<file path="config.mk">
export PLATFORM = sky130hd
export DESIGN_NAME = note_scroller
export DESIGN_NICKNAME = d
export VERILOG_FILES = /design/src/rtl/note_pkg.sv /design/src/rtl/step_divider.sv /design/src/rtl/note_scroller.sv
export SDC_FILE = /design/constraint.sdc
export NUM_CORES = 1
export LEC_CHECK = 0
export CAP_MARGIN = 20
export CORE_ASPECT_RATIO = 0.6
export CORE_MARGIN = 4
export CORE_UTILIZATION = 60
export CTS_CLUSTER_DIAMETER = 120
export DETAILED_ROUTE_END_ITERATION = 8
export PLACE_DENSITY = 0.85
export SYNTH_ARGS = -nofsm -noshare
export SYNTH_HDL_FRONTEND = slang
export SYNTH_SLANG_ARGS = --single-unit
</file>
<file path="constraint.sdc">
create_clock -name clk -period 4.9 [get_ports clk]
set_clock_uncertainty 0.15 [all_clocks]
set_input_delay 1.47 -clock clk [delete_from_list [all_inputs] [get_ports clk]]
set_output_delay 1.47 -clock clk [all_outputs]
set_load 0.005 [all_outputs]
</file>
<file path="src/rtl/note_pkg.sv">
// Shared definitions for the falling-note lane: row codes, lane size and
// the scroller state machine encoding.
package note_pkg;

    localparam int unsigned LANE_ROWS = 8;

    // Per-row occupancy code; 2'b11 is never stored.
    localparam logic [1:0] NOTE_EMPTY = 2'b00;
    localparam logic [1:0] NOTE_RED   = 2'b01;
    localparam logic [1:0] NOTE_BLUE  = 2'b10;

    typedef enum logic [1:0] {
        IDLE  = 2'd0,
        RUN   = 2'd1,
        DRAIN = 2'd2
    } state_t;

    // Row 0 is the top of the lane, row LANE_ROWS-1 the bottom.
    typedef logic [LANE_ROWS-1:0][1:0] lane_t;

    // One bit per row, set where the row holds the given code.
    function automatic logic [LANE_ROWS-1:0] lane_mask(input lane_t lane, input logic [1:0] code);
        logic [LANE_ROWS-1:0] m;
        m = '0;
        for (int unsigned i = 0; i < LANE_ROWS; i++) begin
            m[i] = (lane[i] == code);
        end
        return m;
    endfunction

endpackage

</file>
<file path="src/rtl/step_divider.sv">
// Free-running step tick generator: one-cycle step every STEP_DIV enabled
// cycles, counter held at zero while disabled.
module step_divider #(
    parameter int unsigned STEP_DIV = 12500000
) (
    input  logic clk,
    input  logic rst,
    input  logic en,
    output logic step
);

    localparam int unsigned      CNT_W = (STEP_DIV > 1) ? $clog2(STEP_DIV) : 1;
    localparam logic [CNT_W-1:0] LAST  = CNT_W'(STEP_DIV - 1);

    logic [CNT_W-1:0] count_q;
    logic [CNT_W-1:0] count_d;

    // Tick on the last count, then wrap; disabled counter parks at zero.
    always_comb begin
        step    = en && (count_q == LAST);
        count_d = (!en || step) ? '0 : count_q + CNT_W'(1);
    end

    // Counter register with synchronous active-low reset.
    always_ff @(posedge clk) begin
        if (!rst) begin
            count_q <= '0;
        end else begin
            count_q <= count_d;
        end
    end

endmodule

</file>
<file path="src/rtl/note_scroller.sv">
// Single falling-note lane feeding the hit judge: accepts chart notes into a
// one-deep pending slot, scrolls them down on each step tick, reports the
// lowest note to the judge and flags notes that fall off the bottom.
module note_scroller
    import note_pkg::*;
#(
    parameter int unsigned STEP_DIV = 12500000
) (
    input  logic       clk,
    input  logic       rst,
    input  logic       start,
    input  logic       stop,
    input  logic       spawn_valid,
    input  logic       spawn_color,
    output logic       spawn_ready,
    input  logic       delete_note,
    output logic [2:0] offset,
    output logic       node_R,
    output logic       node_B,
    output logic       miss,
    output logic       done,
    output logic [7:0] red_rows,
    output logic [7:0] blue_rows
);

    state_t     state_q;
    lane_t      lane_q;
    logic       pend_valid_q;
    logic       pend_blue_q;
    logic       miss_q;
    logic       done_q;

    logic       step;
    logic       div_en;
    logic       low_valid;
    logic [2:0] low_row;
    logic [1:0] low_code;
    logic [1:0] pend_code;
    lane_t      lane_del;
    lane_t      lane_step;
    logic       step_miss;
    logic       lane_empty;

    assign div_en = (state_q == RUN) || (state_q == DRAIN);

    step_divider #(
        .STEP_DIV(STEP_DIV)
    ) u_div (
        .clk (clk),
        .rst (rst),
        .en  (div_en),
        .step(step)
    );

    // Lowest-row priority encoder: the highest-index occupied row wins.
    always_comb begin
        low_valid = 1'b0;
        low_row   = '0;
        low_code  = NOTE_EMPTY;
        for (int unsigned i = 0; i < LANE_ROWS; i++) begin
            if (lane_q[i] != NOTE_EMPTY) begin
                low_valid = 1'b1;
                low_row   = 3'(i);
                low_code  = lane_q[i];
            end
        end
    end

    // Delete first, then the miss check and shift operate on the result,
    // so a note deleted on the step edge can never be counted as a miss.
    always_comb begin
        lane_del = lane_q;
        if (delete_note && low_valid) begin
            lane_del[low_row] = NOTE_EMPTY;
        end
        pend_code  = !pend_valid_q ? NOTE_EMPTY : (pend_blue_q ? NOTE_BLUE : NOTE_RED);
        step_miss  = (lane_del[LANE_ROWS-1] != NOTE_EMPTY);
        lane_step  = {lane_del[LANE_ROWS-2:0], pend_code};
        lane_empty = (lane_q == '0);
    end

    // Scroller state machine with lane, pending slot and pulse outputs.
    always_ff @(posedge clk) begin
        if (!rst) begin
            state_q      <= IDLE;
            lane_q       <= '0;
            pend_valid_q <= 1'b0;
            pend_blue_q  <= 1'b0;
            miss_q       <= 1'b0;
            done_q       <= 1'b0;
        end else begin
            miss_q <= 1'b0;
            done_q <= 1'b0;
            case (state_q)
                IDLE: begin
                    if (start) begin
                        lane_q       <= '0;
                        pend_valid_q <= 1'b0;
                        state_q      <= RUN;
                    end else begin
                        lane_q <= lane_del;
                    end
                end
                RUN, DRAIN: begin
                    if (step) begin
                        lane_q       <= lane_step;
                        miss_q       <= step_miss;
                        pend_valid_q <= 1'b0;
                    end else begin
                        lane_q <= lane_del;
                    end
                    // Acceptance follows the step so a freed slot can refill.
                    if (spawn_valid && spawn_ready) begin
                        pend_valid_q <= 1'b1;
                        pend_blue_q  <= spawn_color;
                    end
                    if (state_q == RUN) begin
                        if (stop) begin
                            state_q <= DRAIN;
                        end
                    end else if (lane_empty && !pend_valid_q) begin
                        done_q  <= 1'b1;
                        state_q <= IDLE;
                    end
                end
                default: begin
                    state_q <= IDLE;
                end
            endcase
        end
    end

    assign spawn_ready = (state_q == RUN) && !pend_valid_q;
    assign offset      = low_row;
    assign node_R      = (low_code == NOTE_RED);
    assign node_B      = (low_code == NOTE_BLUE);
    assign miss        = miss_q;
    assign done        = done_q;
    assign red_rows    = lane_mask(lane_q, NOTE_RED);
    assign blue_rows   = lane_mask(lane_q, NOTE_BLUE);

endmodule
</file>
==> Word-level counts from Yosys, hierarchy flattened <==
Cells that the tools add are included.
{ "totals": {"reg_bits": 46, "in_bits": 7, "elab_cells": 116} }
{ "classes": {"add_sub_neg": 1, "n_lt_le_gt_ge": 2, "eq_ne": 25, "muxes": 41, "n_bitwise": 4, "reduce_logical": 29} }
{ "ops": {"columns": ["cell", "count"], "rows": [
  ["16-bit two-way mux", 3],
  ["16-bit one-hot mux with 2 select lines", 1],
  ["2-bit two-way mux", 15],
  ["24-bit by 1-bit adder with 24-bit output (second input constant)", 1],
  ["24-bit == test (second input constant)", 1],
  ["2-bit by 1-bit == test with 1-bit output (second input constant)", 10],
  ["2-bit == test (second input constant)", 10],
  ["2-bit nonzero test", 10],
  ["3-bit two-way mux", 6],
  ["16-bit bitwise AND", 1],
  ["16-bit zero test", 1],
  ["16-bit NOT", 1],
  ["1-bit two-way mux", 13],
  ["3-bit != test (second input constant)", 3],
  ["3-bit AND reduction", 3],
  ["2-bit demux with 3-bit select", 1],
  ["1-bit logical AND", 6],
  ["3-bit by 4-bit < comparator with 1-bit output (second input constant)", 1],
  ["2-bit one-hot mux with 2 select lines", 1],
  ["2-bit OR reduction", 2],
  ["3-bit by 1-bit greater-or-equal comparator with 1-bit output (second input constant)", 1],
  ["3-bit OR reduction", 1],
  ["1-bit zero test", 2],
  ["2-bit zero test", 1],
  ["other kinds (5)", 7]
]} }

==> Logic depth before layout (Yosys ltp) <==
Gate-level depths: netlist of the first run.
{ "logic_depth": {"depth_word": 17, "mapped_depth": 9, "mapped_depth_nobuf": 8} }

==> Modules after synthesis <==
A second synthesis of the first run with hierarchy kept.
{ "unflattened": {"hier_cells": 323, "hier_area_um2": 2707.6} }
{ "by_module_without_submodules": {"columns": ["mod", "instances", "cells_each", "area_each_um2", "seq_area_each_um2"], "rows": [
  ["note_scroller", 1, 185, 1507.7, 440.4],
  ["step_divider", 1, 138, 1199.9, 480.5]
]} }

==> Least setup slack after synthesis of the first run <==
Ideal clock, no wire load.
{ "synth_timing": {"kind": "register to output", "start": "register lane_q[10] (netlist bit)", "end": "output node_B", "arrival_time_ps": 1353, "required_time_ps": 3280, "path_slack_ps": 1927, "stages_incl_launch_ff": 8, "path_buffers": 1, "cell_sequence": "dfxtp_1 buf_2 inv_1 nor2_1 nor3_1 a221oi_1 nor2_1 o21ba_2"} }
{ "synth_between": {"elab_chain_len": 5} }
{ "synth_rtl": {"columns": ["item", "line_no", "rtl"], "rows": [
  ["from (decl)", "note_scroller.sv:27", "lane_t lane_q;"],
  ["from (signal assigned)", "note_scroller.sv:101", "lane_q <= lane_del;"],
  ["from (signal assigned)", "note_scroller.sv:106", "lane_q <= lane_step;"],
  ["from (signal assigned)", "note_scroller.sv:110", "lane_q <= lane_del;"],
  ["2-bit nonzero test", "note_scroller.sv:61", "if (lane_q[i] != NOTE_EMPTY) begin"],
  ["2-bit two-way mux (*) (3 in series)", "note_scroller.sv:61", null],
  ["2-bit == test (*)", "note_scroller.sv:136", "assign node_B = (low_code == NOTE_BLUE);"],
  ["to (decl)", "note_scroller.sv:19", "output logic node_B,"]
]} }
Every way passes the cells marked *; elsewhere a longest branch is shown, timed or not.

==> Worst setup path after layout of the first run <==
Same ends and word-level chain as after synthesis.

==> metrics.md, run 1 <==
| Metric | Value |
|---|---|
| Storage element area | `921 µm²` |
| Post-CTS Setup Bufs | `0` |
| Startpoint types | `flip-flop` |
| DP Area | `2930 µm²` |
| Hold Startpoint | `u_div.count_q[0]` |
| Sequential fraction of the synthesis area | `0.349` |
| Status | `complete, no violations` |
| Worst min path class | `flip-flop to flip-flop` |
| Final Instance Count excl. Fillers | `395` |
| Comb pwr share | `0.140` |
| Final nets | `about 350` |
| DR vias | `between 2000 and 2500` |
| Slowest-stage cell, CP | `dfxtp_1` |
| DRT iter0 DRCs | `298` |
| Die area | `roughly 5600 µm²` |
| Commonest cells after routing, fill and taps aside | `nor2_1, dfxtp_1, clkdlybuf4s50_1` |
| Dpl ws | `1.28 ns` |
| Post-synth EDFFs | `0` |
| # rows | `18` |
| Number of buffers created by CTS | `5` |
| Remaining DRCs | `0` |
| Antenna violations before repair | `0` |
| CP arrival | `2.37 ns` |
| Int Pwr | `633 µW` |
| RSZ-0062 raised after global routing | `no` |
| Filler Cells Inserted | `311` |
| Minimum clock period | `approximately 4.0 ns` |
| FF-to-FF Start | `lane_q[9]` |
| Max_slew headroom | `0.552` |
| Skew-Pair Late Insertion Delay | `about 0.30 ns` |
| Drt pass-1 iters | `5` |
| Cell variety after synth | `54` |
| Top_reg_cell synth | `dfxtp_1` |
| Final setup TNS | `0 ns` |
| Core Box Area | `between 4000 and 5000 µm²` |
| Initial cell density of the core | `0.633` |
| Max Freq | `251 MHz` |
| I/O Buffers | `30` |
| Die width | `approximately 94 µm` |
| Synthesis-to-layout area growth | `16.1%` |
| Final worst slack | `a little over 0.9 ns` |
| Routed WL per cell | `16.0 µm` |
| Max-slew violation count | `0` |
| Synthesis-stage register bit count | `46` |
| Kind of end point of the critical path | `output port` |
| Final hold vios | `0` |
| First-pass GRT wire length | `10600 µm` |
| Switch share | `0.255` |
| Reg power frac | `0.461` |
| PD cells | `277 nW/µm²` |
| Clock share of power | `0.398` |
| Multi-input logic area | `1570 µm²` |
| Post-route cell area | `3060 µm²` |
| Vias in the first global route | `2100` |
| CP max FO | `8` |
| N_diodes | `0` |
| Grt total ovfl | `0` |
| Total Wirelength | `about 6300 µm` |
| Post-synthesis area per instance | `8.51 µm²` |
| Pleak | `1.12 nW` |
| Syn Inst Count | `between 300 and 400` |
| Post-CTS Hold Buffers | `0` |
| Crit-path cells | `inv_1, nor2_1, nor3_1, a221oi_1, nor2_1, o21ba_2, clkdlybuf4s50_1` |
| Slowest Stage Delay on Critical Path | `0.53 ns` |
| Largest net degree at the start of global routing | `24` |
| Syn_nets | `322` |
| Die height | `59.4 µm` |
| Fin crit share | `0.814` |
| Clk root buf | `clkbuf_8` |
| Kind of critical path | `flip-flop to output port` |
| Crit. Startpoint | `lane_q[10]` |
| Mapped cell area | `roughly 2600 µm²` |
| Clock sink count | `46` |
| Antenna viol nets, final | `0` |
| Clk pin slew, worst setup/hold paths | `0.09 ns` |
| CP dominant cell by count | `nor2_1` |
| Worst slew pin tran | `0.670 ns` |
| TritonCTS clock tree | `built` |
| I/O pin cnt | `31` |
| Commonest non-fill, non-tap cell in the layout | `nor2_1` |
| Max cap viols | `0` |
| Vias per cell | `between 6 and 7` |
| Ys async rst share | `0` |
| Placed Cells | `between 300 and 400` |
| Required @ worst endpoint | `3.28 ns` |
| Layout cells sized above 1 | `0.0896` |
| Final Wtd Congestion | `0.955` |
| H-tree depth | `2` |
| Max VDD drop | `0.211 mV` |
| GRT Total Usage | `0.247` |
| Net switching power | `216 µW` |
| Post-cts resize count | `0` |
| Setup violations, final | `0` |
| Post-DP HPWL | `4710 µm` |
| Clock Tree Buf Depth | `2` |
| Synth warn | `0` |
==> per-layer routing <==
metal  up-vias  global-route usage  part of all wire
met2       127               0.300              0.37
li1       1153                   -                 -
met5         -                   0                 0
met4         0              0.0617            0.0077
met3         4              0.0876              0.11
met1      1108               0.397              0.51
==> power groups by stage <==
stage / logic [mW] / clock network [mW] / registers (mW)
finish: 0.119 / 0.338 / 0.392
global route: 0.131 / 0.361 / 0.394
CTS: 0.117 / 0.339 / 0.392
detailed placement: 0.116 / 0 / 0.400
global placement: 0.113 / 0 / 0.400
floorplan: 0.0828 / 0 / 0.399
==> cells in the mapped netlist, drive strengths merged, types with 3 or more instances <==
master | instances | area share
nor2b | 14 | 0.033
a22o | 7 | 0.023
and3 | 3 | 0.0071
and4 | 3 | 0.010
a32oi | 4 | 0.013
nor4 | 12 | 0.061
ha | 5 | 0.024
xor2 | 13 | 0.043
a21oi | 11 | 0.021
buf | 12 | 0.033
inv | 13 | 0.018
nand2 | 25 | 0.037
nand4 | 7 | 0.025
nor3 | 8 | 0.019
dfxtp | 46 | 0.35
o21bai | 4 | 0.011
a211oi | 3 | 0.0085
o31ai | 4 | 0.013
nand3 | 19 | 0.040
nor2 | 48 | 0.069
xnor2 | 8 | 0.027
o21ai | 15 | 0.030
==> critical path, delay by kind of cell, from the launching register on <==
family,cells,cell delay [ns]
AOI/OAI and AO/OA,2,0.64
buffers and inverters,2,0.54
DFF,1,0.53
and+or+nand+nor,3,0.36
==> cells by family after synthesis <==
kind of cell,after synthesis,synth area share
xor+xnor,21,0.0697
flops,46,0.349
buf+inv,27,0.0545
simple gates,149,0.335
compound gates,61,0.165
fa+ha+maj,5,0.0237
mux,1,0.00379
==> flip-flops by register name, summed over array words and instances (netlist names) <==
name,cells
pend_blue_q,1
miss,1
u_div.count_q,24
done,1
state_q,2
pend_valid_q,1
lane_q,16
==> metrics by stage <==
| step | power [mW] | utilization | hold WS (ns) |
|---|---|---|---|
| 2_1_floorplan | 0.481 | - | 0.280 |
| 3_3_place_gp | 0.514 | 0.702 | 0.302 |
| 3_5_place_dp | 0.517 | 0.702 | 0.321 |
| 4_1_cts | 0.847 | 0.735 | 0.342 |
| 5_1_grt | 0.886 | 0.735 | 0.354 |
| 6_report | 0.849 | 0.735 | 0.340 |
==> worst paths after layout <==
path	to	slack [ns]	cells after the start
hold / removal	u_div.count_q[0]	0.34	1
setup / recovery	node_B	0.91	7
hold reg to reg	u_div.count_q[0]	0.34	1
setup reg to reg	lane_q[0]	2.61	6
==> area by class of cell <==
cell class	count	share of cell area
clock buffer	5	0.0225
multi-input combinational	237	0.514
sequential	46	0.301
tap	60	0.0245
inverter	13	0.0159
timing repair buffer	31	0.100
clock inverter	3	0.0225
Note: power is estimated with default switching activity, not from simulation.
==> run 2: changes to the inputs <==
--- a/config.mk
+++ b/config.mk
@@ -8,10 +8,10 @@
 export CAP_MARGIN = 20
 export CORE_ASPECT_RATIO = 0.6
 export CORE_MARGIN = 4
-export CORE_UTILIZATION = 60
+export CORE_UTILIZATION = 56
 export CTS_CLUSTER_DIAMETER = 120
 export DETAILED_ROUTE_END_ITERATION = 8
-export PLACE_DENSITY = 0.85
+export PLACE_DENSITY = 0.8
 export SYNTH_ARGS = -nofsm -noshare
 export SYNTH_HDL_FRONTEND = slang
 export SYNTH_SLANG_ARGS = --single-unit
==> constraint.sdc (replaced) <==
create_clock -name clk -period 4.1 [get_ports clk]
set_clock_uncertainty 0.15 [all_clocks]
set_input_delay 1.23 -clock clk [delete_from_list [all_inputs] [get_ports clk]]
set_output_delay 1.23 -clock clk [all_outputs]
set_load 0.005 [all_outputs]
==> metrics.md, run 2 (same netlist as run 1, synthesis figures left out) <==
| Metric | Value |
|---|---|
| CP arrival | `2.30 ns (-0.07 ns)` |
| Die width | `96.6 µm (+3.2%)` |
| First-pass GRT wire length | `10400 µm (-2.3%)` |
| Worst hold path stage count | `1 (unchanged)` |
| Comb pwr share | `0.148 (+0.008)` |
| Total power | `941 µW (+11%)` |
| Slowest-stage cell, CP | `dfxtp_1` |
| Synthesis-to-layout area growth | `15.4%` |
| Final Instance Count excl. Fillers | `399 (+1.0%)` |
| Grt total ovfl | `0 (unchanged)` |
| Post-CTS Setup Bufs | `0 (unchanged)` |
| Worst slew pin tran | `0.621 ns (-0.0493 ns)` |
| Clk root buf | `clkbuf_8` |
| Remaining DRCs | `0 (unchanged)` |
| I/O Buffers | `30 (unchanged)` |
| Post-CTS Hold Buffers | `0 (unchanged)` |
| Required @ worst endpoint | `2.72 ns (-0.56 ns)` |
| TritonCTS clock tree | `built` |
| Post-DP HPWL | `4600 µm (-2.2%)` |
| Minimum clock period | `roughly 3.7 ns` |
| Setup crit end | `node_B` |
| R2r setup slk | `1.78 ns (-0.83 ns)` |
| Clock sink count | `46 (unchanged)` |
| Largest register FFs | `24 (unchanged)` |
| Worst min path class | `flip-flop to flip-flop` |
| R2r worst-path depth | `6 (unchanged)` |
| Number of buffers created by CTS | `5 (unchanged)` |
| Vias in the first global route | `2059 (-2.0%)` |
| Final hold vios | `0 (unchanged)` |
| Commonest non-fill, non-tap cell in the layout | `nor2_1` |
| Die height | `61.2 µm (+3.0%)` |
| Routed WL per cell | `15.5 µm (-3.3%)` |
| Placed Cells | `391 (+1.0%)` |
| Core Box Area | `4560 µm² (+9.5%)` |
| Final Wtd Congestion | `0.853 (-11%)` |
| # rows | `19 (+1)` |
| Startpoint types | `flip-flop` |
| Commonest cells after routing, fill and taps aside | `nor2_1, dfxtp_1, clkdlybuf4s50_1` |
| H-tree depth | `2 (unchanged)` |
| Pleak | `1.11 nW (-0.99%)` |
| N_diodes | `0 (unchanged)` |
| Skew-Pair Late Insertion Delay | `0.30 ns (about the same)` |
| Antenna violations before repair | `0 (unchanged)` |
| DRT iter0 DRCs | `139 (-53%)` |
| FF-to-FF Start | `lane_q[8]` |
| Clock Tree Buf Depth | `2 (unchanged)` |
| Final nets | `347 (+0.29%)` |
| Die area | `5910 µm² (+6.3%)` |
| Drt pass-1 iters | `4 (-1)` |
| Clock share of power | `0.355 (-0.043)` |
| Layout cells sized above 1 | `0.0863 (-0.00324)` |
| Status | `complete, no violations` |
| Final setup TNS | `0 ns (unchanged)` |
| RR Endpoint | `lane_q[1]` |
| Biggest regs | `u_div.count_q x24, lane_q x16, state_q x2` |
| Vias per cell | `5.80 (-4.2%)` |
| GRT Total Usage | `0.220 (-0.0270)` |
| Net switching power | `246 µW (+14%)` |
| Filler Cells Inserted | `393 (+26%)` |
| Antenna viol nets, final | `0 (unchanged)` |
| I/O pin cnt | `31 (unchanged)` |
| CP dominant cell by count | `nor2_1` |
| Clk pin slew, worst setup/hold paths | `0.09 ns (about the same)` |
| Fin crit share | `0.897` |
| Max-slew violation count | `0 (unchanged)` |
| Slowest Stage Delay on Critical Path | `0.51 ns (-0.02 ns)` |
| Initial cell density of the core | `0.578 (-0.0552)` |
| Crit-path cells | `inv_1, nor2_1, nor3_1, a221o_1, nor2_1, o21ba_2, clkdlybuf4s50_1` |
| DR vias | `2314 (-3.3%)` |
| Crit. Startpoint | `lane_q[11]` |
| Largest net degree at the start of global routing | `15 (-38%)` |
| Top reg by flops | `u_div.count_q` |
| Kind of end point of the critical path | `output port` |
| RSZ-0062 raised after global routing | `no` |
| Kind of critical path | `flip-flop to output port` |
| Buf/Inv on CP | `2 (unchanged)` |
| CP max FO | `8 (unchanged)` |
| Max cap viols | `0 (unchanged)` |
| Reg power frac | `0.497 (+0.036)` |
| Switch share | `0.261 (+0.00688)` |
| Int Pwr | `695 µW (+9.8%)` |
| Max Freq | `272 MHz` |
| Critical path depth in cells | `7 (unchanged)` |
| PD cells | `309 nW/µm² (+12%)` |
| Top delay family on crit path | `buffers and inverters` |
| Max_slew headroom | `0.582 (+0.0308)` |
| Setup violations, final | `0 (unchanged)` |
| Total Wirelength | `6190 µm (-2.3%)` |
| Post-cts resize count | `0 (unchanged)` |
| Max VDD drop | `0.182 mV (-14%)` |
-- run 2: cell count changes in the layout (fill, tap and decap cells not counted) --
cell	delta
clkbuf_1	+2
clkinv_4	-1
buf_4	+1
bufinv_16	-1
-- run 2: worst register-to-register path, cell delays in order (launching register included) --
cell and delay (ns):
dfxtp_1 0.57, nor2_1 0.11, o31ai_1 0.36, o21ai_2 0.22, nor4_2 0.39, nor2_1 0.14
a32o_1 0.27
-- run 2: stage by stage --
step                       util  hold WS, ns  setup WS [ns]  area [µm²]
after global placement    0.644        0.290          0.844        2940
after detailed placement  0.644        0.308          0.792        2940
after global routing      0.667        0.336          0.223        3040
after CTS                 0.667        0.328          0.451        3040
final                     0.667        0.330          0.421        3040
after floorplan               -        0.280           1.37        2640
-- run 2: how the worst min path moves through the flow --
| stage | from | endpoint | slack, ns |
|---|---|---|---|
| after floorplan | u_div.count_q[0] | u_div.count_q[0] | 0.28 |
| after global placement | u_div.count_q[0] | u_div.count_q[0] | 0.29 |
| after detailed placement | u_div.count_q[0] | u_div.count_q[0] | 0.31 |
| after CTS | u_div.count_q[0] | u_div.count_q[0] | 0.33 |
| after global routing | u_div.count_q[0] | u_div.count_q[0] | 0.34 |
| final | u_div.count_q[0] | u_div.count_q[0] | 0.33 |
-- run 2: area by class of cell --
type	count	area, µm²	area share
Multi-Input combinational cell	237	1570	0.517
Sequential cell	46	921	0.303
Timing Repair Buffer	32	315	0.104
Tap cell	63	78.8	0.0259
Clock buffer	7	76.3	0.0251
Inverter	13	48.8	0.0160
Clock inverter	1	30.0	0.00986
-- run 2: metal layers --
metal | global-route usage | part of all wire | wire length (µm)
met3 | 0.0588 | 0.076 | 468
met4 | 0.0420 | 0.0061 | 38
met1 | 0.338 | 0.53 | 3280
met2 | 0.309 | 0.39 | 2400
met5 | 0 | 0 | 0
-- run 2: power by group through the flow --
stage	Clock, mW	Combinational (mW)	Sequential, mW
after detailed placement	0	0.138	0.478
final	0.334	0.139	0.467
after global routing	0.358	0.157	0.470
after floorplan	0	0.0990	0.476
after global placement	0	0.137	0.478
after CTS	0.337	0.139	0.467
==> run 3: changes to the inputs <==
--- a/config.mk
+++ b/config.mk
@@ -14,4 +14,5 @@
 export PLACE_DENSITY = 0.8
 export SYNTH_ARGS = -nofsm -noshare
 export SYNTH_HDL_FRONTEND = slang
+export SYNTH_HIERARCHICAL = 1
 export SYNTH_SLANG_ARGS = --single-unit
==> metrics.md, run 3 <==
| Metric | Value |
|---|---|
| Status | `complete, no violations` |
| Post-CTS Hold Buffers | `0 (unchanged)` |
| Startpoint types | `flip-flop` |
| Slowest-stage cell, CP | `clkdlybuf4s50_1` |
| Mapped cell area | `2710 µm² (+2.6%)` |
| Clk root buf | `clkbuf_8` |
| Commonest cells in the synthesized netlist | `dfxtp_1, nor2_1, nand2_1, a21oi_1, nor2b_1` |
| Die area | `6050 µm² (+2.3%)` |
| Filler Cells Inserted | `392 (-0.25%)` |
| Setup crit end | `node_R` |
| Ys async rst share | `0 (unchanged)` |
| Kind of end point of the critical path | `output port` |
| Clock sink count | `46 (unchanged)` |
| TritonCTS clock tree | `built` |
| R2r setup slk | `1.29 ns (-0.49 ns)` |
| Largest register FFs | `24 (unchanged)` |
| Vias per cell | `6.14 (+5.8%)` |
| Die width | `97.8 µm (+1.2%)` |
| Synthesis-stage register bit count | `46 (unchanged)` |
| Crit. Startpoint | `lane_q[10]` |
| DR vias | `2467 (+6.6%)` |
| Worst min path class | `flip-flop to flip-flop` |
| Max cap viols | `0 (unchanged)` |
| Post-cts resize count | `0 (unchanged)` |
| Placed Cells | `396 (+1.3%)` |
| Synth warn | `6 (+6)` |
| Most common cell in the netlist | `dfxtp_1` |
| I/O Buffers | `30 (unchanged)` |
| N_diodes | `0 (unchanged)` |
| Post-synth EDFFs | `0 (unchanged)` |
| Minimum clock period | `3.52 ns (-0.159 ns)` |
| Layout Utilization | `0.660 (-0.00715)` |
| CP max FO | `6 (-2)` |
| Comb pwr share | `0.203 (+0.055)` |
| Critical path depth in cells | `6 (-1)` |
| Fin crit share | `0.859 (-0.0387)` |
| Clock share of power | `0.287 (-0.068)` |
| Dpl ws | `0.922 ns (+0.130 ns)` |
| Total Wirelength | `6400 µm (+3.4%)` |
| Storage element area | `921 µm² (unchanged)` |
| Max_slew headroom | `0.333 (-0.250)` |
| R2r worst-path depth | `7 (+1)` |
| Skew-Pair Late Insertion Delay | `0.29 ns (about the same)` |
| Layout cells sized above 1 | `0.0619 (-0.0244)` |
| Top reg by flops | `u_div/count_q` |
| Post-synthesis area per instance | `8.38 µm² (-1.5%)` |
| Kind of critical path | `flip-flop to output port` |
| Final hold vios | `0 (unchanged)` |
| # rows | `19 (unchanged)` |
| Antenna viol nets, final | `0 (unchanged)` |
| Switch share | `0.289 (+0.0276)` |
| Remaining DRCs | `0 (unchanged)` |
| Largest net degree at the start of global routing | `25 (+10)` |
| Grt total ovfl | `0 (unchanged)` |
| Syn_nets | `335 (+4.0%)` |
| PD cells | `308 nW/µm² (-0.48%)` |
| Yosys top cell by area | `dfxtp_1` |
| Drt pass-1 iters | `5 (+1)` |
| GRT Total Usage | `0.211 (-0.00963)` |
| Int Pwr | `666 µW (-4.2%)` |
| Commonest non-fill, non-tap cell in the layout | `dfxtp_1` |
| First-pass GRT wire length | `10100 µm (-2.3%)` |
| Post-DP HPWL | `4820 µm (+4.6%)` |
| Commonest cells after routing, fill and taps aside | `dfxtp_1, nor2_1, clkdlybuf4s50_1` |
| Reg power frac | `0.510 (+0.013)` |
| H-tree depth | `2 (unchanged)` |
| Worst slew pin tran | `1.00 ns (+0.380 ns)` |
| Biggest regs | `u_div/count_q x24, lane_q x16, state_q x2` |
| Max-slew violation count | `0 (unchanged)` |
| RR Endpoint | `lane_q[10]` |
| Initial cell density of the core | `0.587 (+0.00896)` |
| Buf/Inv on CP | `2 (unchanged)` |
| Final Instance Count excl. Fillers | `402 (+0.75%)` |
| Syn Inst Count | `323 (+4.2%)` |
| Core Box Area | `4610 µm² (+1.0%)` |
| Vias in the first global route | `2059 (unchanged)` |
| Top_reg_cell synth | `dfxtp_1` |
| Top delay family on crit path | `buffers and inverters` |
| Antenna violations before repair | `0 (unchanged)` |
| DRT iter0 DRCs | `194 (+40%)` |
| Multi-input logic area | `1600 µm² (+1.9%)` |
| Synth area leaders | `dfxtp_1, nor2_1, nand2_1` |
| Slowest Stage Delay on Critical Path | `0.52 ns (about the same)` |
| Post-CTS Setup Bufs | `0 (unchanged)` |
| Max VDD drop | `0.197 mV (+8.2%)` |
| Final Wtd Congestion | `0.851 (-0.22%)` |
| Final setup TNS | `0 ns (unchanged)` |
| I/O pin cnt | `31 (unchanged)` |
| Cell variety after synth | `58 (+7.4%)` |
| Sequential fraction of the synthesis area | `0.340 (-0.00887)` |
| Clk pin slew, worst setup/hold paths | `0.08 ns (about the same)` |
| Number of buffers created by CTS | `5 (unchanged)` |
| Synth top area share | `0.340 (-0.00887)` |
| Setup violations, final | `0 (unchanged)` |
| RSZ-0062 raised after global routing | `no` |
| Crit-path cells | `inv_1, nor2_1, nor4_1, a211o_1, o22ai_1, clkdlybuf4s50_1` |
| Pleak | `1.04 nW (-6.6%)` |
| Clock Tree Buf Depth | `2 (unchanged)` |
| Final worst slack | `0.580 ns (+0.159 ns)` |
| Max Freq | `284 MHz (+4.5%)` |
| CP arrival | `2.14 ns (-0.16 ns)` |
| Required @ worst endpoint | `2.72 ns (about the same)` |
| DP Area | `2960 µm² (+0.77%)` |
| Post-route cell area | `3040 µm² (about the same)` |
| Net switching power | `271 µW (+10%)` |
| Final nets | `352 (+1.4%)` |
| Routed WL per cell | `15.9 µm (+2.6%)` |
| Synthesis-to-layout area growth | `12.4%` |
| FF-to-FF Start | `u_div/count_q[6]` |
| Die height | `61.9 µm (+1.1%)` |
-- run 3: cell types whose count changed in the layout (fill, tap and decap cells not counted), moves of 4 or more --
cell | previous run | this run
or4_1 | 0 | 7
o21ai_1 | 6 | 1
nor2_1 | 47 | 31
a32o_1 | 2 | 10
xor2_1 | 13 | 4
nand2_1 | 23 | 29
a21oi_1 | 11 | 18
a32oi_1 | 4 | 0
a22o_1 | 7 | 2
nor4_1 | 4 | 10
-- run 3: worst min path at each step --
stage / to / from / slack [ns] / depth (start not counted)
final: u_div/count_q[0] / u_div/count_q[0] / 0.34 / 1
after detailed placement: u_div/count_q[21] / u_div/count_q[21] / 0.33 / 2
after floorplan: u_div/count_q[0] / u_div/count_q[0] / 0.28 / 1
after global placement: u_div/count_q[0] / u_div/count_q[0] / 0.29 / 1
after global routing: u_div/count_q[21] / u_div/count_q[21] / 0.36 / 2
after CTS: u_div/count_q[21] / u_div/count_q[21] / 0.34 / 2
-- run 3: per-layer routing --
metal | up-vias | share of wire | GRT usage
met1 | 1163 | 0.55 | 0.328
met2 | 81 | 0.37 | 0.284
met3 | 4 | 0.071 | 0.0502
met4 | 0 | 0.0042 | 0.0552
met5 | - | 0 | 0
li1 | 1219 | - | -
-- run 3: power by group through the flow --
stage	sequential [mW]	combinational (mW)	clock [mW]
2_1_floorplan	0.485	0.144	0
3_3_place_gp	0.487	0.183	0
3_5_place_dp	0.488	0.187	0
4_1_cts	0.478	0.189	0.275
5_1_grt	0.480	0.208	0.296
6_report	0.478	0.190	0.269
-- run 3: through the flow --
step                power [mW]  hold slack, ns
detailed placement       0.676           0.326
CTS                      0.941           0.338
floorplan                0.629           0.280
global placement         0.670           0.294
finish                   0.936           0.341
global route             0.984           0.358
-- run 3: area by class of cell --
class,instances,area share
repair buffers,31,0.101
multi-input cells,243,0.527
well taps,63,0.0259
flip-flops and latches,46,0.303
clock buffers,6,0.0271
inverters,13,0.0160
-- run 3: worst register-to-register path: stages (launching register included) --
cell	delay, ns
dfxtp_1	0.39
or4bb_2	0.71
nor4_1	0.25
and2_1	0.24
mux2i_1	0.15
o21ai_0	0.42
a31oi_1	0.14
a22o_1	0.25
-- run 3: kinds of logic (layout without fill, tap and decap cells) --
| family | Yosys count | in the layout | synth area share |
|---|---|---|---|
| flip-flops | 46 | 46 | 0.340 |
| AO/OA/AOI/OAI | 71 | 71 | 0.193 |
| XOR/XNOR | 13 | 13 | 0.0421 |
| buffers and inverters | 34 | 50 | 0.0675 |
| AND/OR/NAND/NOR | 151 | 151 | 0.323 |
| multiplexers | 3 | 3 | 0.0111 |
| adder cells (fa/ha/maj) | 5 | 5 | 0.0231 |
